<file path="config.mk">
export PLATFORM = sky130hd
export DESIGN_NAME = unified_mem_arbiter
export DESIGN_NICKNAME = d
export VERILOG_FILES = /design/src/rtl/arb_pkg.sv /design/src/rtl/arb_timeout_ctr.sv /design/src/rtl/unified_mem_arbiter.sv
export SDC_FILE = /design/constraint.sdc
export NUM_CORES = 1
export LEC_CHECK = 0
export CORE_UTILIZATION = 30
export CTS_CLUSTER_SIZE = 30
export DETAILED_ROUTE_END_ITERATION = 10
export MAX_ROUTING_LAYER = met4
export PLACE_DENSITY_LB_ADDON = 0.05
export REMOVE_ABC_BUFFERS = 1
export SETUP_SLACK_MARGIN = 0.5
export SLEW_MARGIN = 0
export SYNTH_ARGS = -nofsm -noshare
export SYNTH_HDL_FRONTEND = slang
export SYNTH_SLANG_ARGS = --single-unit
export TNS_END_PERCENT = 100
</file>
<file path="constraint.sdc">
create_clock -name clk -period 2 [get_ports clk]
set_input_delay 0.4 -clock clk [delete_from_list [all_inputs] [get_ports clk]]
set_output_delay 0.4 -clock clk [all_outputs]
set_load 0.02 [all_outputs]
</file>
<file path="src/rtl/arb_pkg.sv">
// Shared definitions for the unified memory arbiter: sequencer state
// encoding and the default width / timeout values used by the top level.
package arb_pkg;

    typedef enum logic [1:0] {
        IDLE  = 2'd0,
        FETCH = 2'd1,
        DATA  = 2'd2
    } arb_state_t;

    localparam int ARB_XLEN    = 32;
    localparam int ARB_TIMEOUT = 16;

endpackage

</file>
<file path="src/rtl/arb_timeout_ctr.sv">
// Wait-cycle counter with sticky error flag for the unified memory arbiter.
// Counts cycles a granted transaction spends waiting on the memory and
// flags expiry on the cycle in which the LIMIT-th wait cycle occurs.
module arb_timeout_ctr
    import arb_pkg::*;
#(
    parameter int LIMIT = ARB_TIMEOUT
)(
    input  logic clk,
    input  logic reset,
    input  logic clear,
    input  logic enable,
    output logic expire,
    output logic err
);

    localparam int CW = $clog2(LIMIT + 1);

    logic [CW-1:0] count;

    assign expire = enable & (count == CW'(LIMIT - 1));

    // Count stalled cycles, restart on each new grant, latch error until reset
    always_ff @(posedge clk or negedge reset) begin
        if (!reset) begin
            count <= '0;
            err   <= 1'b0;
        end else begin
            if (clear) begin
                count <= '0;
            end else if (enable) begin
                count <= count + CW'(1);
            end
            if (expire) begin
                err <= 1'b1;
            end
        end
    end

endmodule

</file>
<file path="src/rtl/unified_mem_arbiter.sv">
// Unified instruction/data memory arbiter for the pipelined RV32 core.
// Shares one single-ported memory between fetch and memory stage; data
// requests win because they belong to the older instruction.
// Optional feature macro: ARB_TIMEOUT_EN (wait-cycle timeout + sticky mem_err).
module unified_mem_arbiter
    import arb_pkg::*;
#(
    parameter int XLEN    = ARB_XLEN,
    parameter int TIMEOUT = ARB_TIMEOUT
)(
    input  logic            clk,
    input  logic            reset,
    input  logic            if_req,
    input  logic [XLEN-1:0] if_addr,
    output logic [XLEN-1:0] if_rdata,
    output logic            if_done,
    output logic            if_stall,
    input  logic            dm_req,
    input  logic            dm_we,
    input  logic [XLEN-1:0] dm_addr,
    input  logic [XLEN-1:0] dm_wdata,
    output logic [XLEN-1:0] dm_rdata,
    output logic            dm_done,
    output logic            dm_stall,
    output logic            mem_req,
    output logic            mem_we,
    output logic [XLEN-1:0] mem_addr,
    output logic [XLEN-1:0] mem_wdata,
    input  logic [XLEN-1:0] mem_rdata,
    input  logic            mem_ready,
    output logic            mem_err
);

    arb_state_t state;
    arb_state_t state_next;

    logic if_elig;
    logic dm_elig;
    logic grant_if;
    logic grant_dm;
    logic busy;
    logic complete;
    logic expire;
    logic finish;

    // A requester whose done is pulsing still shows its old request, so it
    // sits out this idle cycle instead of being granted a second time.
    assign if_elig  = if_req & ~if_done;
    assign dm_elig  = dm_req & ~dm_done;
    assign if_stall = if_req & ~if_done;
    assign dm_stall = dm_req & ~dm_done;

    assign busy     = (state != IDLE);
    assign complete = busy & mem_ready;
    assign finish   = complete | expire;

`ifdef ARB_TIMEOUT_EN
    arb_timeout_ctr #(
        .LIMIT (TIMEOUT)
    ) u_timeout (
        .clk    (clk),
        .reset  (reset),
        .clear  (grant_if | grant_dm),
        .enable (busy & ~mem_ready),
        .expire (expire),
        .err    (mem_err)
    );
`else
    logic unused_timeout;
    assign unused_timeout = ^TIMEOUT;
    assign expire         = 1'b0;
    assign mem_err        = 1'b0;
`endif

    // Sequencer state register
    always_ff @(posedge clk or negedge reset) begin
        if (!reset) begin
            state <= IDLE;
        end else begin
            state <= state_next;
        end
    end

    // Grant selection with data priority, and return to idle on completion
    always_comb begin
        state_next = state;
        grant_if   = 1'b0;
        grant_dm   = 1'b0;
        case (state)
            IDLE: begin
                if (dm_elig) begin
                    state_next = DATA;
                    grant_dm   = 1'b1;
                end else if (if_elig) begin
                    state_next = FETCH;
                    grant_if   = 1'b1;
                end
            end
            FETCH, DATA: begin
                if (finish) begin
                    state_next = IDLE;
                end
            end
            default: state_next = IDLE;
        endcase
    end

    // Memory port latches, read-data return and one-cycle done pulses
    always_ff @(posedge clk or negedge reset) begin
        if (!reset) begin
            mem_req   <= 1'b0;
            mem_we    <= 1'b0;
            mem_addr  <= '0;
            mem_wdata <= '0;
            if_rdata  <= '0;
            dm_rdata  <= '0;
            if_done   <= 1'b0;
            dm_done   <= 1'b0;
        end else begin
            if_done <= 1'b0;
            dm_done <= 1'b0;
            if (grant_dm) begin
                mem_req   <= 1'b1;
                mem_we    <= dm_we;
                mem_addr  <= dm_addr;
                mem_wdata <= dm_wdata;
            end else if (grant_if) begin
                mem_req   <= 1'b1;
                mem_we    <= 1'b0;
                mem_addr  <= if_addr;
                mem_wdata <= '0;
            end else if (finish) begin
                mem_req <= 1'b0;
                mem_we  <= 1'b0;
            end
            if (finish && state == FETCH) begin
                if_done  <= 1'b1;
                if_rdata <= complete ? mem_rdata : '0;
            end
            if (finish && state == DATA) begin
                dm_done  <= 1'b1;
                dm_rdata <= (complete && !mem_we) ? mem_rdata : '0;
            end
        end
    end

endmodule
</file>
==> summary.md <==
| Metric | Value |
|---|---|
| Status | complete, but fails checks |
| Failing checks | DRC |
| Peak supply drop | 792 uV |
| Antenna violations before repair | 0 |
| Fin Clk Skew | 7.74 ps |
| CP required | around 1600 ps |
| Critical path capture point type | primary output |
| Synthesis-to-layout area growth | 69.6% |
| Starting Density | 0.308 |
| Post-synthesis cell area | 5580 um2 |
| Top Usage Layer GRT | met2 |
| Min Tclk post-route | 1550 ps |
| Reg2Reg Setup Slack | 480 ps |
| Power, Total | 0.0160 W |
| Lkg Pwr | 4.37 nW |
| RSZ-0062 raised after global routing | true |
| # fillers | roughly 1600 |
| Final WL | about 18 mm |
| Total CTS buffers | 17 |
| WL/cell | 18.5 um |
| Final HPWL from detailed placement | 11.4 mm |
| Util after Layout | 0.523 |
| Row cnt | 49 |
| Vias in the first global route | 4710 |
| DR pass1 iterations | 8 |
| PortBufs | around 270 |
| Max Root-Sink Buffers | 2 |
| GRT met2 Usage | 0.301 |
| Initial drt markers | 206 |
| Die area | about 19000 um2 |
| Yosys cell types | 29 |
| Worst Setup Path Type | input pin to primary output |
| DR vias/cell | 4.65 |
| Total gr overflow | 0 |
| Post-route cell area | ~9500 um2 |
| Largest net degree at the start of global routing | 66 |
| Io pins | 269 |
| Post-place instance area | roughly 8600 um2 |
| Root Driver | clkbuf_16 |
| Final hold vios | 0 |
| Max Fanout on Critical Path | 2 |
| Placed insts | 906 |
| Storage element area | 3350 um2 |
| Die span in y | 138 um |
| GR Util met1 | 0.222 |
| Die W | 138 um |
| Fmax | 644 MHz |
| Placer's final routability congestion estimate | around 0.78 |
| Clk slew on worst S/H paths | ~60 ps |
| PD cells | around 1700 nW/um2 |
| Core box area | roughly 18000 um2 |
| Share of cells above drive strength 1 | 0.385 |
| Met3 Use GR | 0.0585 |
| H-tree levels | 4 |
| Final Cycle Share | 0.776 |
| Hold crit path type | flop to flop |
| Synth Register Bits | roughly 130 |
| Sequential-to-total area share from yosys stat | 0.601 |
| Synth Instances | 419 |
| Cell Count, Final, Fillers Out | 961 |
| Clk sinks | 134 |
| # nets final | roughly 860 |
| GRT Total Usage | 0.187 |
| Slew Viols, Final | 0 |
| Synth warnings | 0 |
| Residual DRC count | 32 |
| Global-route wire length before repair | 26.5 mm |
| Vias | around 4500 |
| Worst EP arrival | 1150 ps |
| Diodes inserted | 0 |
| Worst setup SP type | input pin |
| CTS tree | yes |
| Avg Cell Area, Syn | around 13 um2 |
| Final setup fails | 0 |
| Area of the multi-input gates | 2020 um2 |
| Final ANT Viol Nets | 0 |
| Setup tns final | 0 ps |
| Max Cap Violations | 0 |
| Clk Latency, worst-skew pair | 420 ps |
==> through the flow <==
| step | hold WS (ps) | setup slack [ps] |
|---|---|---|
| after floorplan | 104 | -457 |
| after global placement | 380 | -22.5 |
| after detailed placement | 381 | -50.9 |
| after CTS | 484 | 448 |
| after global routing | 503 | 414 |
| final | 478 | 447 |
==> cell usage after synthesis <==
cell type  number  area (um2)
inv_2           1        3.75
nor2_1          1        3.75
nand3b_1        1        7.51
a22oi_1         3        22.5
conb_1          1        3.75
ha_1            3        37.5
nand2b_1       65         407
dfrtp_1       134        3350
buf_4           8        60.1
and3b_1         1        8.76
nand3b_4        1        20.0
buf_6           8        90.1
nand2b_2        1        8.76
inv_1           5        18.8
o22ai_1         2        12.5
o221a_2        29         327
nand3_2         1        10.0
mux2_4         29         435
clkbuf_1        8        30.0
a21boi_2        1        11.3
mux2_2          3        33.8
a22o_1         32         280
buf_2           7        35.0
nand4_1         1        6.26
nand2b_4        1        13.8
nand2_1        36         135
o21ai_2         1        8.76
o221a_1         3        33.8
o21ai_0        32         160
==> registers in the layout, indices dropped and copies added, names as in the netlist <==
| signal | flops |
|---|---|
| mem_we | 1 |
| if_rdata | 32 |
| mem_wdata | 32 |
| dm_rdata | 32 |
| mem_req | 1 |
| mem_addr | 32 |
| dm_done | 1 |
| if_done | 1 |
| state | 2 |
==> placed cells by master (no fill, tap or decap), drive strengths merged, types with 7 or more instances in the layout <==
cell type,instances
o221a,32
a22o,32
o21ai,33
clkdlybuf4s50,131
nand2b,67
clkdlybuf4s15,70
clkbuf,38
inv,7
dfrtp,134
bufinv,7
buf,90
nand2,36
mux2,32
==> cell families (layout without fill, tap and decap cells) <==
kind of cell | Yosys count | in the layout | share of synthesized area
DFF | 134 | 134 | 0.601
and+or+nand+nor | 109 | 109 | 0.111
AOI/OAI and AO/OA | 103 | 103 | 0.153
buffers and inverters | 37 | 350 | 0.0426
muxes | 32 | 32 | 0.0841
adders and majority gates | 3 | 3 | 0.00673
other | 1 | 1 | 0.000672
==> per-layer routing <==
metal	vias to the layer above	routed length, um
met5	-	0
met4	0	234
met3	16	1160
met2	149	8590
met1	2220	7830
li1	2088	-
==> repair_timing <==
action,CTS,global route
resized for setup,405,79
endpoints found under the hold margin,40,0
hold buffers,1,0
gates cloned,1,9
setup buffers,9,4
setup endpoints to repair,266,175
pin swaps,1,2
==> report_power, final <==
group          internal, W  switching (W)
Sequential         0.00405       0.000732
Combinational      0.00367        0.00387
Clock              0.00250        0.00120
==> final timing paths <==
check / to / start / depth (start not counted)
setup / recovery: if_stall / if_req / 4
hold / removal: dm_rdata[6]$_DFFE_PN0P_ / dm_rdata[6]$_DFFE_PN0P_ / 2
setup reg to reg: if_rdata[12]$_DFFE_PN0P_ / state[1]$_DFFE_PN0P_ / 6
hold reg to reg: dm_rdata[6]$_DFFE_PN0P_ / dm_rdata[6]$_DFFE_PN0P_ / 2
max in group asynchronous: if_done$_DFF_PN0_ / reset / 3
min in group asynchronous: mem_wdata[26]$_DFFE_PN0P_ / reset / 2
==> cell type report <==
| class | count | share of cell area |
|---|---|---|
| flip-flops and latches | 134 | 0.354 |
| repair buffers | 313 | 0.326 |
| multi-input cells | 248 | 0.213 |
| clock buffers | 19 | 0.0468 |
| well taps | 229 | 0.0303 |
| clock inverters | 12 | 0.0263 |
| inverters | 6 | 0.00265 |
==> critical path, stage by stage <==
cell and delay, ps:
clkdlybuf4s50_1 520, nand2b_4 70, inv_4 60, buf_6 100
Power figures use the tool's default switching activity.
